$ cat src/rtl/trig_pkg.sv
// Shared encodings for the trigger pulse sequencer: mode codes, FSM state
// codes and the minimum period the clamp logic enforces.
package trig_pkg;

  localparam logic [1:0] MODE_CONT  = 2'b00;
  localparam logic [1:0] MODE_BURST = 2'b01;
  localparam logic [1:0] MODE_EXT   = 2'b10;

  localparam logic [1:0] ST_IDLE     = 2'd0;
  localparam logic [1:0] ST_RUN      = 2'd1;
  localparam logic [1:0] ST_WAIT_EXT = 2'd2;

  // A period of 2 is the shortest that still leaves one low cycle per pulse.
  localparam int PERIOD_MIN = 2;

endpackage

$ cat src/rtl/sync_edge_detect.sv
// Brings an asynchronous input into the clock domain through a flop chain
// and emits a one-cycle pulse on each synchronised rising edge.
module sync_edge_detect #(
  parameter int SYNC_STAGES = 2
) (
  input  logic clock,
  input  logic reset,
  input  logic i_async,
  output logic o_rise
);

  logic [SYNC_STAGES-1:0] r_sync;
  logic                   r_prev;

  always_ff @(posedge clock or negedge reset) begin
    if (!reset) begin
      r_sync <= '0;
      r_prev <= 1'b0;
    end else begin
      r_sync <= {r_sync[SYNC_STAGES-2:0], i_async};
      r_prev <= r_sync[SYNC_STAGES-1];
    end
  end

  assign o_rise = r_sync[SYNC_STAGES-1] & ~r_prev;

endmodule

$ cat src/rtl/trigger_pulse_sequencer.sv
// Programmable periodic trigger generator: continuous, counted-burst and
// externally retriggered single-period modes with busy/done status.
module trigger_pulse_sequencer
  import trig_pkg::*;
#(
  parameter int CNT_W       = 16,
  parameter int BURST_W     = 8,
  parameter int SYNC_STAGES = 2
) (
  input  logic               clock,
  input  logic               reset,
  input  logic               i_enable,
  input  logic [1:0]         i_mode,
  input  logic               i_start,
  input  logic               i_ext_trig,
  input  logic [CNT_W-1:0]   i_period,
  input  logic [CNT_W-1:0]   i_width,
  input  logic [BURST_W-1:0] i_burst_len,
  output logic               o_trigger_out,
  output logic               o_busy,
  output logic               o_done,
  output logic [BURST_W-1:0] o_pulse_cnt
);

  logic [1:0]         r_state;
  logic [1:0]         r_mode;
  logic [CNT_W-1:0]   r_period;
  logic [CNT_W-1:0]   r_width;
  logic [BURST_W-1:0] r_burstLen;
  logic [CNT_W-1:0]   r_phase;
  logic [BURST_W-1:0] r_pulseCnt;
  logic               r_trig;
  logic               r_busy;
  logic               r_done;

  logic               w_extRise;
  logic [1:0]         w_modeEff;
  logic [CNT_W-1:0]   w_periodClamp;
  logic [CNT_W-1:0]   w_widthClamp;
  logic [BURST_W-1:0] w_burstClamp;
  logic [BURST_W-1:0] w_pulseCntNext;
  logic               w_lastPhase;

  sync_edge_detect #(
    .SYNC_STAGES(SYNC_STAGES)
  ) u_extSync (
    .clock   (clock),
    .reset   (reset),
    .i_async (i_ext_trig),
    .o_rise  (w_extRise)
  );

  // Clamp the live config so every latched value yields a legal waveform.
  assign w_modeEff      = (i_mode == 2'b11) ? MODE_CONT : i_mode;
  assign w_periodClamp  = (i_period < CNT_W'(PERIOD_MIN)) ? CNT_W'(PERIOD_MIN) : i_period;
  assign w_widthClamp   = (i_width >= w_periodClamp) ? (w_periodClamp - CNT_W'(1)) : i_width;
  assign w_burstClamp   = (i_burst_len == '0) ? BURST_W'(1) : i_burst_len;
  assign w_pulseCntNext = r_pulseCnt + BURST_W'(1);
  assign w_lastPhase    = (r_phase == (r_period - CNT_W'(1)));

  // Single FSM; the trigger register is loaded with the level of the next phase.
  always_ff @(posedge clock or negedge reset) begin
    if (!reset) begin
      r_state    <= ST_IDLE;
      r_mode     <= MODE_CONT;
      r_period   <= '0;
      r_width    <= '0;
      r_burstLen <= '0;
      r_phase    <= '0;
      r_pulseCnt <= '0;
      r_trig     <= 1'b0;
      r_busy     <= 1'b0;
      r_done     <= 1'b0;
    end else begin
      r_done <= 1'b0;
      if (!i_enable) begin
        r_state <= ST_IDLE;
        r_phase <= '0;
        r_trig  <= 1'b0;
        r_busy  <= 1'b0;
      end else begin
        case (r_state)
          ST_IDLE: begin
            if (w_modeEff == MODE_EXT) begin
              r_state    <= ST_WAIT_EXT;
              r_mode     <= MODE_EXT;
              r_pulseCnt <= '0;
            end else if (i_start) begin
              r_state    <= ST_RUN;
              r_mode     <= w_modeEff;
              r_period   <= w_periodClamp;
              r_width    <= w_widthClamp;
              r_burstLen <= w_burstClamp;
              r_phase    <= '0;
              r_pulseCnt <= '0;
              r_busy     <= 1'b1;
              r_trig     <= (w_widthClamp != '0);
            end
          end
          ST_WAIT_EXT: begin
            if (w_extRise) begin
              r_state    <= ST_RUN;
              r_period   <= w_periodClamp;
              r_width    <= w_widthClamp;
              r_burstLen <= w_burstClamp;
              r_phase    <= '0;
              r_busy     <= 1'b1;
              r_trig     <= (w_widthClamp != '0);
            end
          end
          ST_RUN: begin
            if (w_lastPhase) begin
              r_phase    <= '0;
              r_pulseCnt <= w_pulseCntNext;
              if (r_mode == MODE_EXT) begin
                r_state <= ST_WAIT_EXT;
                r_busy  <= 1'b0;
                r_trig  <= 1'b0;
                r_done  <= 1'b1;
              end else if ((r_mode == MODE_BURST) && (w_pulseCntNext == r_burstLen)) begin
                r_state <= ST_IDLE;
                r_busy  <= 1'b0;
                r_trig  <= 1'b0;
                r_done  <= 1'b1;
              end else begin
                r_trig <= (r_width != '0);
              end
            end else begin
              r_phase <= r_phase + CNT_W'(1);
              r_trig  <= ((r_phase + CNT_W'(1)) < r_width);
            end
          end
          default: begin
            r_state <= ST_IDLE;
            r_busy  <= 1'b0;
            r_trig  <= 1'b0;
          end
        endcase
      end
    end
  end

  assign o_trigger_out = r_trig;
  assign o_busy        = r_busy;
  assign o_done        = r_done;
  assign o_pulse_cnt   = r_pulseCnt;

endmodule

$ cat config.mk
export PLATFORM = sky130hd
export DESIGN_NAME = trigger_pulse_sequencer
export DESIGN_NICKNAME = d
export VERILOG_FILES = /design/src/rtl/trig_pkg.sv /design/src/rtl/sync_edge_detect.sv /design/src/rtl/trigger_pulse_sequencer.sv
export SDC_FILE = /design/constraint.sdc
export NUM_CORES = 1
export LEC_CHECK = 0
export CORE_UTILIZATION = 35
export CTS_CLUSTER_DIAMETER = 150
export DETAILED_ROUTE_END_ITERATION = 16
export GPL_ROUTABILITY_DRIVEN = 0
export GPL_TIMING_DRIVEN = 0
export PLACE_DENSITY_LB_ADDON = 0.12
export SYNTH_ARGS = -nofsm -noshare
export SYNTH_HDL_FRONTEND = slang
export SYNTH_HIERARCHICAL = 1
export SYNTH_SLANG_ARGS = --single-unit
$ cat constraint.sdc
create_clock -name clock -period 5.79 [get_ports clock]
set_input_delay 0.579 -clock clock [delete_from_list [all_inputs] [get_ports clock]]
set_output_delay 0.579 -clock clock [all_outputs]
set_load 0.01 [all_outputs]
Yosys cells after proc, flatten, opt, wreduce, memory -nomap -nowiden
Index checks and enable logic that the tools add are counted.

cells by class
  multiplexer cells = 57
  $lt $le $gt $ge = 3
  equal/unequal tests = 20
  reduce and logical (&&, ||, !) cells = 15
  bitwise logic cells = 2
  add/subtract/negate cells = 4

operators by type and width
  cell                                                  number
  2-to-1 mux 16 bit                                     13
  one-hot mux 16 bit (2 select lines)                   2
  2-to-1 mux 8 bit                                      7
  one-hot mux 16 bit (3 select lines)                   1
  one-hot mux 8 bit (2 select lines)                    2
  nonzero test 16 bit                                   2
  subtractor 16 x 1 -> 16 bit (second input constant)   2
  2-to-1 mux 2 bit                                      10
  2-to-1 mux 1 bit                                      19
  adder 16 x 1 -> 16 bit (second input constant)        1
  equality test 16 bit                                  1
  >= comparator 16 bit                                  1
  < comparator 16 bit                                   1
  < comparator 16 x 2 -> 1 bit (second input constant)  1
  != test 3 bit (second input constant)                 4
  AND reduction 4 bit                                   3
  AND reduction 5 bit                                   2
  adder 8 x 1 -> 8 bit (second input constant)          1
  equality test 2 bit (second input constant)           4
  equality test 8 bit                                   1
  logical NOT 8 bit                                     1
  != test 4 bit (second input constant)                 2
  != test 2 bit (second input constant)                 3
  one-hot mux 1 bit (3 select lines)                    2
  other kinds (11)                                      15

word-level totals
  input port bits = 47
  word-level logic and storage cells = 113
  register bits = 74
  output and inout port bits = 11

Depth between registers and ports, before layout
Gate-level depths: netlist of run 1.

  word-level depth = 9
  gate-level depth with buffers = 16
  depth with buffers taken out = 14

Modules after synthesis
The synthesis of run 1 kept the hierarchy.

by module, submodules not included
  module                   seq. area each (um^2)  area an instance (um^2)  cells each  instances
  trigger_pulse_sequencer  1776.7                 5321.4                   620         1
  sync_edge_detect         75.1                   88.8                     4           1

Least setup slack after synthesis of run 1
Ideal clock, no wire load.

  kind = input to register
  start = in i_period[11]
  end = reg r_trig, in the netlist o_trigger_out
  setup slack = 1830 ps
  arrival = 3829 ps
  setup time = 131 ps
  stages = 12
  required time = 5659 ps
  path buffers = 0
  cell sequence = nor4_1 nand3_1 o41ai_1 ha_1 nor3b_1 nand3_1 xnor2_1 nand2_1 or4b_1 nor4bb_1 o31a_1 o211ai_1

between the ends
  word-level cells in the longest chain between the ends = 9
  elaborated cells between the ends (all ways) = 11
  those cells by class = add/sub (1); order compare (2); mux (7); reduce/logical (1)

RTL lines
  what                                                                 line                                                           source
  from (decl)                                                          trigger_pulse_sequencer.sv:16                                  input logic [CNT_W-1:0] i_period,
  < comparator 16 x 2 -> 1 bit                                         trigger_pulse_sequencer.sv:55                                  assign w_periodClamp = (i_period < CNT_W'(PERIOD_MIN)) ? CNT_W'(PERIOD_MIN) : i_period;
  2-to-1 mux 16 bit (*)                                                trigger_pulse_sequencer.sv:55
  subtractor 16 x 1 -> 16 bit or >= comparator 16 bit (tied branches)  trigger_pulse_sequencer.sv:56                                  assign w_widthClamp = (i_width >= w_periodClamp) ? (w_periodClamp - CNT_W'(1)) : i_width;
  2-to-1 mux 16 bit (*)                                                trigger_pulse_sequencer.sv:56
  nonzero test 16 bit (*)                                              trigger_pulse_sequencer.sv:97, trigger_pulse_sequencer.sv:108
  2-to-1 mux 1 bit                                                     trigger_pulse_sequencer.sv:88                                  end else if (i_start) begin
  2-to-1 mux 1 bit                                                     trigger_pulse_sequencer.sv:84                                  if (w_modeEff == MODE_EXT) begin
  one-hot mux 1 bit (3 select lines) (*)                               trigger_pulse_sequencer.sv:82                                  case (r_state)
  2-to-1 mux 1 bit (*)                                                 trigger_pulse_sequencer.sv:76                                  if (!i_enable) begin
  to (signal assigned)                                                 trigger_pulse_sequencer.sv:97                                  r_trig <= (w_widthClamp != '0);
  to (signal assigned)                                                 trigger_pulse_sequencer.sv:108                                 r_trig <= (w_widthClamp != '0);
  to (signal assigned)                                                 trigger_pulse_sequencer.sv:126                                 r_trig <= (r_width != '0);
  to (decl)                                                            trigger_pulse_sequencer.sv:32                                  logic r_trig;

Every way passes the cells marked *; elsewhere a longest branch is shown, timed or not. The select of a mux whose other input is x is not followed.
A chain may end at the register's enable or synchronous reset.

Worst setup path after layout of run 1
  start = in i_period[9]
  end = reg r_trig, in the netlist o_trigger_out

Same word-level chain as after synthesis.

==> metrics.txt, run 1 <==
largest net degree at the start of global routing=54; DR iter-0 viols=262; clock slew at the register clock pins of the worst setup and hold paths=60 ps; global-route wire length before repair=25.0 mm; full die area=16,000 µm²; Syn Inst Count=624; GR Overflow Total=0; RSZ-0062 raised after global routing=false; Tot GR Track Use=20.3%; worst vdd ir=139 µV; DP Cell Count=869; Final Critical Period=5380 ps; Clock Latency Late Sink=340 ps; Crit Path Max Fanout=5; post-route ant nets=0; ys async rst share=100%; Critical Path Stages=13; CP dominant cell by count=nand3_1; post-synth top area share=34.2%; pre-CTS WS=-510 ps; Starting Density=35.7%; Vias/cell=5.45; Setup crit start kind=input port; TritonCTS buffer count=9; Final period util=92.9%; 1st-pass router iterations=4; Post-Synth Adder-Cell Area=8.09%; Final Hold Fails=0; Worst Skew=9.30 ps; Buf/Inv on CP=1; crit path kind=in2reg; worst-margin pin slew=900 ps; Worst path max stage delay=730 ps; final WL=15.4 mm; Worst Setup End Kind=flop; Syn Area/Cell=8.67 µm²; register area share after synthesis=34.2%; share of layout cells above drive strength 1=6.03%; I/O pin cnt=58; Post-synth top cells=dfrtp_1 (74), nand2_1 (65), o21ai_0 (60); worst-path cell chain=clkdlybuf4s50_1 > nor4_1 > nand3_1 > o41ai_2 > ha_1 > nor3b_1 > nand3_1 > xnor2_1 > nand2_1 > or4b_1 > nor4bb_2 > o31a_1 > o211ai_1; DR DRC count=0; # hold bufs at CTS=0; fin nets=774; Pwr Total=0.00190 W; Synth area leader=dfrtp_1; Final HPWL DP=12.3 mm; vias in the first global route=4,844; core area=15,100 µm²; yosys warns=6; CTS tree=built; drt wl/cell=17.4 µm; initial antenna violation count=0; Worst Hold Class=in2async; Non-Filler Instances=885; CTS H-Tree Depth=3; diode count=0; Setup-failing EPs final=0; Final Util=43.1%; Synth area leaders=dfrtp_1 (34%), ha_1 (8.1%), o21ai_0 (5.6%), xnor2_1 (4.9%), nand2_1 (4.5%); delay-heaviest family, CP=simple AND/OR/NAND/NOR gates; mapped cell area=5410 µm²; Rel. slew slack=38.5%; Leak Pwr=2.88 nW; post-synthesis simple-gate area fraction=20.8%; Root Buffer=clkbuf_16; clk buf depth=2; Post-Synth XOR/XNOR Area=8.58%; Worst Reg-to-Reg Cells=11; run status=complete, no violations; row count=45; final worst setup slack=409 ps; Layout area overhead=20.7%; mux cell area share after synthesis=3.33%; Max Slew Vio Count=0; EDFF count, synth=0; Yosys cell types=65; Port-buffer cells=56; pwr/cell area=290 nW/µm²; via count=4,822; top_reg_cell synth=dfrtp_1; Peak Freq=186 MHz; slowest CP cell=nor3b_1; Max-Cap Viols=0; CP arrival=5600 ps; Syn Nets=706; most common cell in the synthesized netlist=dfrtp_1; Die Span X=126 µm; die height=126 µm; CTS sink cnt=74; flops & latches, synth=74; CP required=6010 ps; post-synthesis compound-gate area fraction=19.6%; main combinational cell family by area after synthesis=simple AND/OR/NAND/NOR gates
[timing repair]
item,in CTS,in global routing
gates resized for setup,1,1
setup buffers,0,0
cloned,0,0
setup endpoints to repair,1,1
[layer usage]
metal  part of all wire, %  track usage, %
met5                     0               0
met3                   4.1            3.80
met2                    45            32.4
met4                   2.4            7.80
met1                    48            27.3
[power by group]
| part | internal, W | switching [W] | total [W] |
|---|---|---|---|
| Clock | 0.000313 | 0.000219 | 0.000532 |
| Combinational | 0.000264 | 0.000343 | 0.000607 |
| Sequential | 0.000626 | 0.000131 | 0.000757 |
| Total | 0.00120 | 0.000693 | 0.00190 |
[path summary, 6_finish.rpt]
path                            slack (ps)                           from                            end
worst max-delay path                   410                    i_period[9]      o_trigger_out$_DFFE_PN0P_
worst min-delay path                   130                          reset          r_mode[1]$_DFFE_PN0P_
worst max register to register        2350        r_period[0]$_DFFE_PN0P_        r_phase[13]$_DFFE_PN0P_
worst min register to register         350  u_extSync/r_sync[0]$_DFF_PN0_  u_extSync/r_sync[1]$_DFF_PN0_
max in group asynchronous             5090                          reset       r_period[13]$_DFFE_PN0P_
min in group clock                     350  u_extSync/r_sync[0]$_DFF_PN0_  u_extSync/r_sync[1]$_DFF_PN0_
[flip-flops by register name, summed over array words and instances (netlist names)]
| register | flops |
|---|---|
| r_period | 16 |
| o_pulse_cnt | 8 |
| o_done | 1 |
| r_mode | 2 |
| r_phase | 16 |
| u_extSync/r_sync | 2 |
| r_burstLen | 8 |
| u_extSync/r_prev | 1 |
| r_state | 2 |
| o_busy | 1 |
| o_trigger_out | 1 |
| r_width | 16 |
[placed cells by master, fill, tap and decap left out, drive strengths merged, types with 9 or more instances in the layout]
master          n
nand2          67
nand4          13
nor2           31
a21o           11
mux2i           9
o21ai          60
xor2           23
a32o           13
buf             9
ha             35
nor4           16
nor3           14
clkdlybuf4s50  55
xnor2          30
dfrtp          74
clkbuf         34
a31oi          10
inv            45
a21oi          16
nand3          24
[cell type report]
| type | instances | area (µm²) |
|---|---|---|
| Inverter | 45 | 169 |
| Clock inverter | 4 | 26.3 |
| Buffer | 29 | 119 |
| Fill cell | 1510 | 8620 |
| Timing Repair Buffer | 57 | 586 |
| Sequential cell | 74 | 1850 |
| Tap cell | 188 | 235 |
| Clock buffer | 12 | 256 |
| Multi-Input combinational cell | 476 | 3280 |
[worst register-to-register path, stage by stage, from the launching register on]
cell and delay, ps:
dfrtp_1 440, inv_1 90, ha_1 170, nor3b_1 270
clkbuf_1 430, nand4_1 230, nor4bb_1 350, nor3_1 120
a211oi_4 540, nand2_2 220, buf_6 210, a32o_1 260
[stage by stage]
step | cell area, µm² | TNS [ps] | hold WS [ps]
floorplan | 5410 | 0 | 283
global placement | 6210 | -364 | 342
detailed placement | 6230 | -510 | 337
CTS | 6520 | 0 | 134
global route | 6530 | 0 | 146
finish | 6530 | 0 | 127
[logic make-up after synthesis]
group	count (synthesis)
buffers and inverters	74
multiplexers	17
AO/OA/AOI/OAI	157
flip-flops	74
adder cells (fa/ha/maj)	35
AND/OR/NAND/NOR	214
XOR/XNOR	53
(Power assumes the default switching activity.)
==> run 2: changes to the inputs <==
--- a/config.mk
+++ b/config.mk
@@ -5,6 +5,7 @@
 export SDC_FILE = /design/constraint.sdc
 export NUM_CORES = 1
 export LEC_CHECK = 0
+export ABC_AREA = 1
 export CORE_UTILIZATION = 35
 export CTS_CLUSTER_DIAMETER = 150
 export DETAILED_ROUTE_END_ITERATION = 16
==> run 2 against run 1 <==
Sequential power grew 13%. Global-route usage down 0.58 points. Die area is 4.5% higher. First-iteration DRC count increased by 16%. Combinational power up 70%. Register-to-register slack improved by 460 ps. Clock skew increased by 0.56 ps. Critical path type unchanged. Largest cell class unchanged. Highest routed layer unchanged.
==> metrics.txt, run 2 <==
worst vdd ir=172 µV; TritonCTS buffer count=9; Syn Nets=897; final WL=14.9 mm; Final period util=63.1%; vias in the first global route=5,111; DR iter-0 viols=303; fin nets=966; Final Critical Period=3650 ps; # hold bufs at CTS=0; Die Span X=129 µm; full die area=16,700 µm²; row count=46; Port-buffer cells=57; run status=complete, no violations; Setup Buffers After CTS=0; Final Util=43.0%; Syn Inst Count=815; core area=15,800 µm²; Max-Cap Viols=0; Vias/cell=4.67; worst r2r src=r_phase[0]$_DFFE_PN0P_; worst-margin pin slew=592 ps; RSZ-0062 raised after global routing=false; Synth area leaders=dfrtp_1 (33%), nand2_1 (12%), inv_1 (8.6%), ha_1 (7.7%), nand3_1 (6.4%); CTS tree=built; Post-Synth XOR/XNOR Area=7.71%; Tot GR Track Use=19.7%; post-synthesis simple-gate area fraction=31.7%; delay-heaviest family, CP=simple AND/OR/NAND/NOR gates; Synth area leader=dfrtp_1; commonest non-fill, non-tap cell in the layout=nand2_1; CP dominant cell by count=nand2_1; clk buf depth=2; post-synth top area share=32.7%; DR DRC count=0; post-route ant nets=0; global-route wire length before repair=25.2 mm; Setup crit start kind=input port; drt wl/cell=13.5 µm; Rel. slew slack=60.4%; Setup-failing EPs final=0; CTS sink cnt=74; final worst setup slack=2140 ps; Buf/Inv on CP=3; Post-synth top cells=nand2_1 (184), inv_1 (129), nor2_1 (79); most frequent cells in the layout=nand2_1 (184), inv_1 (129), nor2_1 (79), dfrtp_1 (74); pwr/cell area=355 nW/µm²; flops & latches, synth=74; largest net degree at the start of global routing=49; Worst Setup End Kind=flop; Leak Pwr=3.30 nW; Final Hold Fails=0; Largest regs=r_period: 16 flops, r_phase: 16 flops, r_width: 16 flops; ys async rst share=100%; main combinational cell family by area after synthesis=simple AND/OR/NAND/NOR gates; Post-Synth Adder-Cell Area=7.74%; Yosys cell types=36; Clock Latency Late Sink=350 ps; register area share after synthesis=32.7%; die height=129 µm; most common cell in the synthesized netlist=nand2_1; I/O pin cnt=58; # resized after CTS=0; share of layout cells above drive strength 1=5.40%; top_reg_cell synth=dfrtp_1; Starting Density=35.8%; initial antenna violation count=0; Worst Skew=9.87 ps; Max Slew Vio Count=0; crit path kind=in2reg; Syn Area/Cell=6.95 µm²; Worst path max stage delay=470 ps; Reg2Reg Setup Slack=2810 ps; Non-Filler Instances=1,105; Worst Reg-to-Reg Cells=18; DP Cell Count=1,089; clock slew at the register clock pins of the worst setup and hold paths=60 ps; Fin Setup TNS=0 ps; 1st-pass router iterations=4; slowest CP cell=clkdlybuf4s50_1; pre-CTS WS=1720 ps; CP required=6040 ps; via count=5,162; post-synthesis compound-gate area fraction=9.81%; mapped cell area=5660 µm²; mux cell area share after synthesis=0%; yosys warns=6; Root Buffer=clkbuf_16; Worst Hold Class=in2async; Layout area overhead=20.2%; Reg-to-Reg End=o_trigger_out$_DFFE_PN0P_; Final HPWL DP=12.5 mm; CP arrival=3900 ps; Peak Freq=274 MHz; GR Overflow Total=0; EDFF count, synth=0; CTS H-Tree Depth=3; diode count=0; Pwr Total=0.00242 W; Crit Path Max Fanout=10
==> run 2: metrics by stage <==
step           hold slack (ps)  instance area, µm²
2_1_floorplan              283                5660
3_3_place_gp               336                6500
3_5_place_dp               336                6530
4_1_cts                    153                6810
5_1_grt                    174                6810
6_report                   144                6810
==> run 2: worst max path at each step <==
stage | end | startpoint | depth (start not counted)
final | o_trigger_out$_DFFE_PN0P_ | i_period[9] | 25
after global routing | o_trigger_out$_DFFE_PN0P_ | i_period[9] | 25
after CTS | o_trigger_out$_DFFE_PN0P_ | i_period[9] | 25
after detailed placement | o_trigger_out$_DFFE_PN0P_ | i_period[9] | 25
after global placement | o_pulse_cnt[1]$_DFFE_PN0P_ | reset | 1
after floorplan | o_trigger_out$_DFFE_PN0P_ | i_period[11] | 24
==> run 2: cells by family (layout without fill, tap and decap cells) <==
kind of cell             Yosys count  count (layout)
buffers and inverters            151             225
AND/OR/NAND/NOR                  402             402
adder cells (fa/ha/maj)           35              35
XOR/XNOR                          49              49
flip-flops                        74              74
AO/OA/AOI/OAI                    104             104
==> run 2: routing by layer <==
metal  track usage (%)  wire length (µm)
met1              27.4              7720
met2              30.5              6370
met3              2.77               436
met4              8.65               397
met5                 0                 0
==> run 2: report_power, final <==
group / total, W / internal (W) / switching (W)
clock: 0.000534 / 0.000304 / 0.000230
combinational: 0.00103 / 0.000401 / 0.000628
sequential: 0.000857 / 0.000678 / 0.000179
total: 0.00242 / 0.00138 / 0.00104
==> run 2: area by class of cell <==
| class | count | area [µm²] |
|---|---|---|
| Inverter | 135 | 507 |
| Timing Repair Buffer | 58 | 596 |
| Sequential cell | 74 | 1850 |
| Fill cell | 1694 | 9020 |
| Clock inverter | 5 | 37.5 |
| Clock buffer | 11 | 243 |
| Tap cell | 216 | 270 |
| Buffer | 16 | 75.1 |
| Multi-Input combinational cell | 590 | 3230 |
==> run 3: changes to the inputs <==
==> constraint.sdc (replaced) <==
create_clock -name clock -period 3.05 [get_ports clock]
set_input_delay 0.305 -clock clock [delete_from_list [all_inputs] [get_ports clock]]
set_output_delay 0.305 -clock clock [all_outputs]
set_load 0.01 [all_outputs]
==> run 3 against run 2 <==
Cell count grew 0.81%. Total power grew 91%. Setup slack got worse by 2000 ps. Highest routed layer unchanged. Die area is the same. First-iteration DRC count fell by 4.3%. Via count up 1.6%. Clock skew about the same.
==> metrics.txt, run 3 (same netlist as run 2, synthesis figures left out) <==
run status=complete, no violations; Leak Pwr=3.50 nW; Worst Setup End Kind=flop; Root Buffer=clkbuf_16; I/O pin cnt=58; drt wl/cell=13.6 µm; CTS sink cnt=74; row count=46; fin area=7010 µm²; DR DRC count=0; Clock Latency Late Sink=350 ps; fin nets=975; Starting Density=35.8%; RSZ-0062 raised after global routing=true; largest net degree at the start of global routing=49; core area=15,800 µm²; Worst path max stage delay=440 ps; share of layout cells above drive strength 1=8.69%; worst-margin pin slew=596 ps; Fin Setup TNS=0 ps; die height=129 µm; DR iter-0 viols=290; Port-buffer cells=57; Die Span X=129 µm; global-route wire length before repair=25.5 mm; final WL=15.1 mm; Buf/Inv on CP=4; worst vdd ir=327 µV; Max-Cap Viols=0; Final period util=94.5%; Pwr Total=0.00462 W; clock slew at the register clock pins of the worst setup and hold paths=60 ps; CP dominant cell by count=nand2_1; Placed Area=6530 µm²; Setup-failing EPs final=0; Tot GR Track Use=19.9%; Vias/cell=4.71; pwr/cell area=659 nW/µm²; Peak Freq=347 MHz; CP required=3300 ps; filler instances=1,679; Max Slew Vio Count=0; Final Hold Fails=0; Rel. slew slack=60.1%; GR Overflow Total=0; DP Cell Count=1,089; CTS tree=built; most frequent cells in the layout=nand2_1 (181), inv_1 (129), dfrtp_1 (73), nand3_1 (68), o21ai_0 (68); Final Critical Period=2880 ps; TritonCTS buffer count=9; crit path kind=in2reg; Final HPWL DP=12.5 mm; Setup crit start kind=input port; Layout area overhead=23.8%; worst hold margin=348 ps; slowest CP cell=clkdlybuf4s50_1; full die area=16,700 µm²; vias in the first global route=5,184; Worst Hold Class=reg2reg; Worst Skew=10.2 ps; delay-heaviest family, CP=simple AND/OR/NAND/NOR gates; Non-Filler Instances=1,114; Largest regs=r_period: 16 flops, r_phase: 16 flops, r_width: 16 flops; initial antenna violation count=0; CP arrival=3130 ps; CTS H-Tree Depth=3; diode count=0; Crit Path Max Fanout=6; 1st-pass router iterations=4; post-route ant nets=0; clk buf depth=2; via count=5,246; commonest non-fill, non-tap cell in the layout=nand2_1
==> run 3: changes by cell type in the layout (fill, tap and decap cells not counted), sizes merged <==
cell,previous run,this run
dlymetal6s2s,0,10
buf,7,15
clkdlybuf4s50,56,44
dlygate4sd2,0,2
dlygate4sd3,0,1
==> run 3: area by class of cell <==
cell class                 count  area, µm²  area share [%]
clock buffer                  11        243            3.46
sequential                    74       1850            26.4
timing repair buffer          67        688            9.82
buffer                        16       87.6            1.25
multi-input combinational    590       3320            47.4
inverter                     135        509            7.27
clock inverter                 5       37.5           0.536
tap                          216        270            3.86
==> run 3: layer usage <==
layer / GRT usage [%] / vias to the layer above / routed length [µm]
met3: 2.73 / 24 / 422
met2: 30.9 / 84 / 6570
met1: 27.6 / 2347 / 7740
met4: 8.86 / 0 / 411
met5: 0 / - / 0
li1: - / 2791 / -
==> run 3: report_power, final <==
part	internal (W)	switching [W]
Clock	0.000577	0.000437
Sequential	0.00129	0.000336
Combinational	0.000773	0.00120
==> run 3: per-stage QoR <==
| step | utilization (%) | setup slack, ps |
|---|---|---|
| 6_report | 44.3 | 169 |
| 2_1_floorplan | - | 487 |
| 3_3_place_gp | 41.1 | -1100 |
| 5_1_grt | 44.3 | -128 |
| 4_1_cts | 43.7 | 13.4 |
| 3_5_place_dp | 41.2 | -750 |
==> run 3: worst paths after layout <==
path                                               startpoint                       endpoint  slack, ps  cells past startpoint
max in group asynchronous                               reset      r_burstLen[6]$_DFFE_PN0P_       2060                      3
worst max register to register         r_phase[1]$_DFFE_PN0P_      o_trigger_out$_DFFE_PN0P_        190                     18
worst max-delay path                              i_period[4]      o_trigger_out$_DFFE_PN0P_        170                     27
min in group asynchronous                               reset         r_phase[2]$_DFFE_PN0P_        420                      2
worst min-delay path            u_extSync/r_sync[0]$_DFF_PN0_  u_extSync/r_sync[1]$_DFF_PN0_        350                      0
worst min register to register  u_extSync/r_sync[0]$_DFF_PN0_  u_extSync/r_sync[1]$_DFF_PN0_        350                      0
==> run 3: what timing repair did <==
| action | in CTS | in global routing |
|---|---|---|
| pin swaps | 6 | 9 |
| buffers inserted | 6 | 1 |
| endpoints found under the hold margin | 26 | 0 |
| cloned | 1 | 0 |
| hold buffers | 1 | 0 |
| endpoints found under the setup margin | 1 | 1 |
| gates resized for setup | 20 | 28 |
==> run 3: worst register-to-register path, cell delays in order, from the launching register on <==
cell and delay (ps):
dfrtp_1 400, inv_1 100, nor3_4 200, nand3_2 140
nor3_4 220, nand3_2 140, nor3_4 180, nand3_1 140
xor2_1 240, ha_1 280, a21oi_1 150, o21ai_1 80
a21oi_1 110, nand2_1 80, nand2_1 70, nand3_1 70
nand2_1 90, nand2_1 50, nand2_1 50
